## src/rtl/pipe_hazard_tracker.sv

```systemverilog
// Tracks destination/rf_en/load for the EX, MEM and WB stages of a 5-stage MIPS pipeline.
// Optional performance counters are built when PIPE_HAZARD_PERF_EN is defined.
module pipe_hazard_tracker #(
  parameter int REG_ADDR_W = 5,
  parameter int CNT_W      = 32
) (
  input  logic                  clk,
  input  logic                  reset_n,
  input  logic                  id_valid,
  input  logic [REG_ADDR_W-1:0] id_destination,
  input  logic                  id_rf_enable,
  input  logic                  id_load_instruction,
  input  logic                  nop_signal,
  input  logic                  flush,
  input  logic                  mem_stall,
`ifdef PIPE_HAZARD_PERF_EN
  input  logic                  perf_clear,
  output logic [CNT_W-1:0]      stall_count,
  output logic [CNT_W-1:0]      bubble_count,
  output logic [CNT_W-1:0]      flush_count,
  output logic [CNT_W-1:0]      memstall_count,
  output logic [CNT_W-1:0]      retire_count,
`endif
  output logic [REG_ADDR_W-1:0] ex_destination,
  output logic [REG_ADDR_W-1:0] mem_destination,
  output logic [REG_ADDR_W-1:0] wb_destination,
  output logic                  ex_rf_enable,
  output logic                  mem_rf_enable,
  output logic                  wb_rf_enable,
  output logic                  ex_load_instruction,
  output logic                  mem_load_instruction,
  output logic                  wb_retire
);

  typedef struct packed {
    logic                  valid;
    logic [REG_ADDR_W-1:0] dest;
    logic                  rf_en;
    logic                  load;
  } entry_t;

  entry_t                ex_reg;
  entry_t                mem_reg;
  entry_t                id_entry;
  logic                  wb_valid_reg;
  logic [REG_ADDR_W-1:0] wb_dest_reg;
  logic                  wb_rf_reg;
  logic                  retire_reg;
  logic                  advance;
  logic                  insert_bubble;

  assign advance       = !mem_stall;
  assign insert_bubble = nop_signal | flush | !id_valid;

  // $zero must never look like a producer to the forwarding/stall logic.
  always_comb begin
    id_entry       = '0;
    id_entry.valid = id_valid;
    id_entry.dest  = id_destination;
    id_entry.rf_en = id_rf_enable & (id_destination != '0);
    id_entry.load  = id_load_instruction & (id_destination != '0);
  end

  always_ff @(posedge clk or negedge reset_n) begin
    if (!reset_n) begin
      ex_reg       <= '0;
      mem_reg      <= '0;
      wb_valid_reg <= 1'b0;
      wb_dest_reg  <= '0;
      wb_rf_reg    <= 1'b0;
      retire_reg   <= 1'b0;
    end else if (advance) begin
      ex_reg       <= insert_bubble ? '0 : id_entry;
      mem_reg      <= ex_reg;
      wb_valid_reg <= mem_reg.valid;
      wb_dest_reg  <= mem_reg.dest;
      wb_rf_reg    <= mem_reg.rf_en;
      retire_reg   <= wb_valid_reg;
    end else begin
      retire_reg   <= 1'b0;
    end
  end

  assign ex_destination       = ex_reg.dest;
  assign ex_rf_enable         = ex_reg.rf_en;
  assign ex_load_instruction  = ex_reg.load;
  assign mem_destination      = mem_reg.dest;
  assign mem_rf_enable        = mem_reg.rf_en;
  assign mem_load_instruction = mem_reg.load;
  assign wb_destination       = wb_dest_reg;
  assign wb_rf_enable         = wb_rf_reg;
  assign wb_retire            = retire_reg;

`ifdef PIPE_HAZARD_PERF_EN
  localparam int N_CNT = 5;
  localparam int C_STALL = 0, C_BUBBLE = 1, C_FLUSH = 2, C_MEMSTALL = 3, C_RETIRE = 4;

  logic [N_CNT-1:0]            cnt_inc;
  logic [N_CNT-1:0][CNT_W-1:0] cnt_reg;

  // Retirements are counted on the same edge that raises wb_retire.
  always_comb begin
    cnt_inc             = '0;
    cnt_inc[C_STALL]    = advance & nop_signal & !flush;
    cnt_inc[C_BUBBLE]   = advance & insert_bubble;
    cnt_inc[C_FLUSH]    = advance & flush;
    cnt_inc[C_MEMSTALL] = mem_stall;
    cnt_inc[C_RETIRE]   = advance & wb_valid_reg;
  end

  always_ff @(posedge clk or negedge reset_n) begin
    if (!reset_n) begin
      cnt_reg <= '0;
    end else begin
      for (int i = 0; i < N_CNT; i++) begin
        if (perf_clear)
          cnt_reg[i] <= '0;
        else if (cnt_inc[i] && (cnt_reg[i] != {CNT_W{1'b1}}))
          cnt_reg[i] <= cnt_reg[i] + 1'b1;
      end
    end
  end

  assign stall_count    = cnt_reg[C_STALL];
  assign bubble_count   = cnt_reg[C_BUBBLE];
  assign flush_count    = cnt_reg[C_FLUSH];
  assign memstall_count = cnt_reg[C_MEMSTALL];
  assign retire_count   = cnt_reg[C_RETIRE];
`endif

endmodule

```

## config.mk

```make
export PLATFORM = sky130hd
export DESIGN_NAME = pipe_hazard_tracker
export DESIGN_NICKNAME = d
export VERILOG_FILES = /design/src/rtl/pipe_hazard_tracker.sv
export SDC_FILE = /design/constraint.sdc
export NUM_CORES = 1
export LEC_CHECK = 0
export CAP_MARGIN = 0
export CORE_UTILIZATION = 43
export DETAILED_ROUTE_END_ITERATION = 12
export GPL_ROUTABILITY_DRIVEN = 0
export GPL_TIMING_DRIVEN = 0
export MAX_ROUTING_LAYER = met4
export PLACE_DENSITY_LB_ADDON = 0.08
export SLEW_MARGIN = 15
export SYNTH_ARGS = -nofsm -noshare
export SYNTH_HDL_FRONTEND = slang
export SYNTH_SLANG_ARGS = --single-unit
export TNS_END_PERCENT = 50
```

## constraint.sdc

```tcl
create_clock -name clk -period 1 [get_ports clk]
set_input_delay 0.2 -clock clk [delete_from_list [all_inputs] [get_ports clk]]
set_output_delay 0.2 -clock clk [all_outputs]
set_load 0.02 [all_outputs]
```

==> results.txt, run 1 <==
The run finished, with violations left. The checks that failed: negative setup slack. The type of the most critical hold path is input pin to register. The hold violation total from the final report is 0. The worst path arrival time is around 0.88 ns. The floorplan step set the die height to 49.73 um. Global routing finished with a remaining overflow of 0. The library cell used most frequently in the layout, excluding fill and tap cells, is sky130_fd_sc_hd__dfrtp_1.

Setup violations remaining at the end of the flow were counted as 21. The number of maximum-capacitance violations came out at 0. The peak supply drop is 1055 uV. TritonCTS built the clock tree. In the layout the commonest cells are sky130_fd_sc_hd__dfrtp_1 (24), sky130_fd_sc_hd__buf_6 (23), sky130_fd_sc_hd__mux2_2 (15).

After filler insertion, the fill cell instance count of the layout stands at 156. The share of synthesized area occupied by flip-flops and latches came out at 0.6130. The largest single stage delay on the critical path is ~0.42 ns. The share of total power in the clock network is 0.270. The top achievable clock speed came out at approximately 930 MHz. Walking the worst path, the cells encountered are buf_6. The finished layout holds around 130 standard cells, fillers aside. The ratio of routed vias to standard cells is 4.871.

The post-DP HPWL came out at 1225 um. The global-route wire length before repair is a little under 3000 um. The critical path's top delay family is flip-flops.

The number of sinks driven by the clock tree is 24. The via count came out at 643. The final antenna diode count came out at 0. The setup clock skew after layout is 0.0009822 ns. Synthesis produced between 60 and 70 cells. The largest driver fanout on the critical path is 2. The instance count on the critical path came out at 1. The layout net count came out at 119. Of the total power, combinational logic draws 0.174. The post-synth net total came out at 78. The transition time at the pin with the least slew margin came out at 0.5251 ns. The maximum buffer depth of the clock tree came out at 2. The ratio of final minimum period to clock period came out at 1.078. The final period demand of the worst path is 1.078 ns. In this run, placement finished with an instance count of 124.

The detailed-route wire length per cell is 13.51 um. The internal power consumption is 1429 uW. The region available for standard cell placement spans 2042 um2.

The number of CTS-inserted buffers is 3. The post-synthesis area per instance is 15.07 um2. CTS placed an instance of sky130_fd_sc_hd__clkbuf_4 at the clock tree root. In the global route stage, overall resource usage came out at 0.1706. The max-slew headroom at the worst pin is 0.6500. The count of unresolved DRC violations after routing is 0. STA classifies the critical path startpoint as a register. The critical path is of the register to output port type. STA classifies the critical path endpoint as an output port. Setup repair after global routing could not meet its margin everywhere. The number of different library cells in the post-synthesis netlist came out at 13. The number of iterations in the first detailed-routing pass came out at 4.

In the final timing run, aggregate negative setup slack is -1.307 ns. The total power divided by cell area came out at 1314 nW/um2. The number of global-route vias before repair came out at 652. For the worst setup path, the data required time is 0.80 ns. The mapped netlist covers around 1000 um2.

The analysis attributes to net switching a power of 455.8 uW. The number of instances on the worst hold path is 2. The met1 track demand over resource came out at 0.1984. The initial antenna violation count came out at 0. The width of the chip is 49.73 um. The met3 global-route usage is 0.03704.

The combined buffer and inverter count along the critical path came out at 1. The growth of design area from synthesis to finish came out at 46.49%. The clock transition at the register clock pins on the worst setup and hold paths after CTS came out at 0.13 ns. The count of pins over their slew limit is 0. Of the cells placed in the final design, the portion with a size suffix greater than 1 is 0.5619. The register share of total power came out at 0.556. The utilization after layout is 0.7028. The initial standard-cell utilization of the core came out at 0.4798. The static leakage power is 0.0007457 uW.

The depth of the worst register-to-register path came out at 2. The wire length after detailed routing came out at between 1500 and 2000 um. The source-to-sink clock delay at the later pin of the worst-skew pair came out at just over 0.3 ns. Pin placement for this block handled 34 I/O pins. The maximum number of pins on one net before global-route repair is 25.

The worst setup margin is -0.07765 ns. The area enclosed by the die boundary came out at 2473 um2. Of the total power, the share spent switching nets is 0.2418.

The starting DRC count in detailed routing is 16. In the global route stage, met2 resource usage came out at 0.2703. The number of buffers inserted by port buffering came out at 32. The layer flagged by global routing as most heavily used is met2.

The synthesis warning total came out at 0. The largest individual stage delay along the critical path comes from the cell sky130_fd_sc_hd__dfrtp_1. The initialized floorplan defines 16 standard-cell rows. The level count of the clock H-tree is 1. The final antenna-violating net count came out at 0.

Synthesis inferred 24 register bits.
-- repair_timing --
| action | in CTS | in global routing |
|---|---|---|
| buffers inserted | 13 | 0 |
| gates resized for setup | 127 | 3 |
| pin swaps | 1 | 1 |
| hold endpoints to repair | 0 | 24 |
| hold buffers | 0 | 1 |
| setup endpoints to repair | 53 | 24 |
-- metrics by stage --
step | hold slack (ns) | total power [uW] | area, um2 | setup WS [ns]
after global placement | 0.4630 | 1367 | 1334 | -0.4854
after CTS | 0.1563 | 1911 | 1418 | -0.09366
after floorplan | -0.09559 | 1212 | 979.7 | 0.02927
after detailed placement | 0.4825 | 1375 | 1334 | -0.4941
final | 0.1630 | 1885 | 1435 | -0.07765
after global routing | 0.1511 | 1970 | 1435 | -0.1186
-- routing by layer --
| metal | vias to the layer above | part of all wire | wire (um) |
|---|---|---|---|
| met2 | 20 | 0.51 | 912 |
| met4 | 0 | 0.025 | 45 |
| met1 | 315 | 0.42 | 742 |
| met3 | 4 | 0.046 | 82 |
| li1 | 304 | - | - |
| met5 | - | 0 | 0 |
-- area by class of cell --
class / instances / area, um2 / share of cell area
clock buffers: 4 / 36.28 / 0.02528
flip-flops and latches: 24 / 600.6 / 0.4185
repair buffers: 46 / 455.4 / 0.3173
multi-input cells: 28 / 287.8 / 0.2005
plain buffers: 3 / 21.27 / 0.01482
well taps: 27 / 33.78 / 0.02354
-- cells by family after synthesis --
kind of cell,after synthesis,synth area share
AO/OA/AOI/OAI,8,0.07280
buffers and inverters,13,0.09834
flip-flops,24,0.6130
multiplexers,15,0.1724
AND/OR/NAND/NOR,5,0.04341
-- synth_stat cells --
| library cell | instances | area [um2] |
|---|---|---|
| sky130_fd_sc_hd__nor2_1 | 1 | 3.750 |
| sky130_fd_sc_hd__buf_2 | 2 | 10.01 |
| sky130_fd_sc_hd__buf_6 | 1 | 11.26 |
| sky130_fd_sc_hd__nor4b_4 | 1 | 23.77 |
| sky130_fd_sc_hd__a32o_1 | 2 | 20.02 |
| sky130_fd_sc_hd__dfrtp_1 | 24 | 600.6 |
| sky130_fd_sc_hd__mux2_2 | 15 | 168.9 |
| sky130_fd_sc_hd__nor3_1 | 1 | 5.000 |
| sky130_fd_sc_hd__a22o_1 | 5 | 43.79 |
| sky130_fd_sc_hd__buf_4 | 10 | 75.07 |
| sky130_fd_sc_hd__nand2_1 | 1 | 3.750 |
| sky130_fd_sc_hd__a21o_1 | 1 | 7.510 |
| sky130_fd_sc_hd__nor2b_1 | 1 | 6.260 |
-- worst paths after layout --
path / start / end / slack (ns)
max: ex_destination[1] / ex_destination[1] / -0.08
min: mem_stall / wb_valid_reg / 0.16
max reg2reg: ex_destination[1] / mem_destination[1] / 0.09
min reg2reg: wb_valid_reg / wb_retire / 0.51
max in group asynchronous: reset_n / ex_destination[1] / 0.28
min in group asynchronous: reset_n / wb_destination[4] / 0.37
-- power groups by stage --
| stage | clock (uW) | combinational, uW | sequential [uW] |
|---|---|---|---|
| 2_1_floorplan | 0 | 124 | 1090 |
| 3_3_place_gp | 0 | 305 | 1060 |
| 3_5_place_dp | 0 | 310 | 1070 |
| 4_1_cts | 534 | 327 | 1050 |
| 5_1_grt | 565 | 348 | 1060 |
| 6_report | 509 | 327 | 1050 |
Power figures use the tool's default switching activity.
==> run 2: changes to the inputs <==
--- a/config.mk
+++ b/config.mk
@@ -8,7 +8,6 @@
 export CAP_MARGIN = 0
 export CORE_UTILIZATION = 43
 export DETAILED_ROUTE_END_ITERATION = 12
-export GPL_ROUTABILITY_DRIVEN = 0
 export GPL_TIMING_DRIVEN = 0
 export MAX_ROUTING_LAYER = met4
 export PLACE_DENSITY_LB_ADDON = 0.08
==> results of run 2 <==
Same layout as run 1: the final DEF is identical, and so are final timing and power.
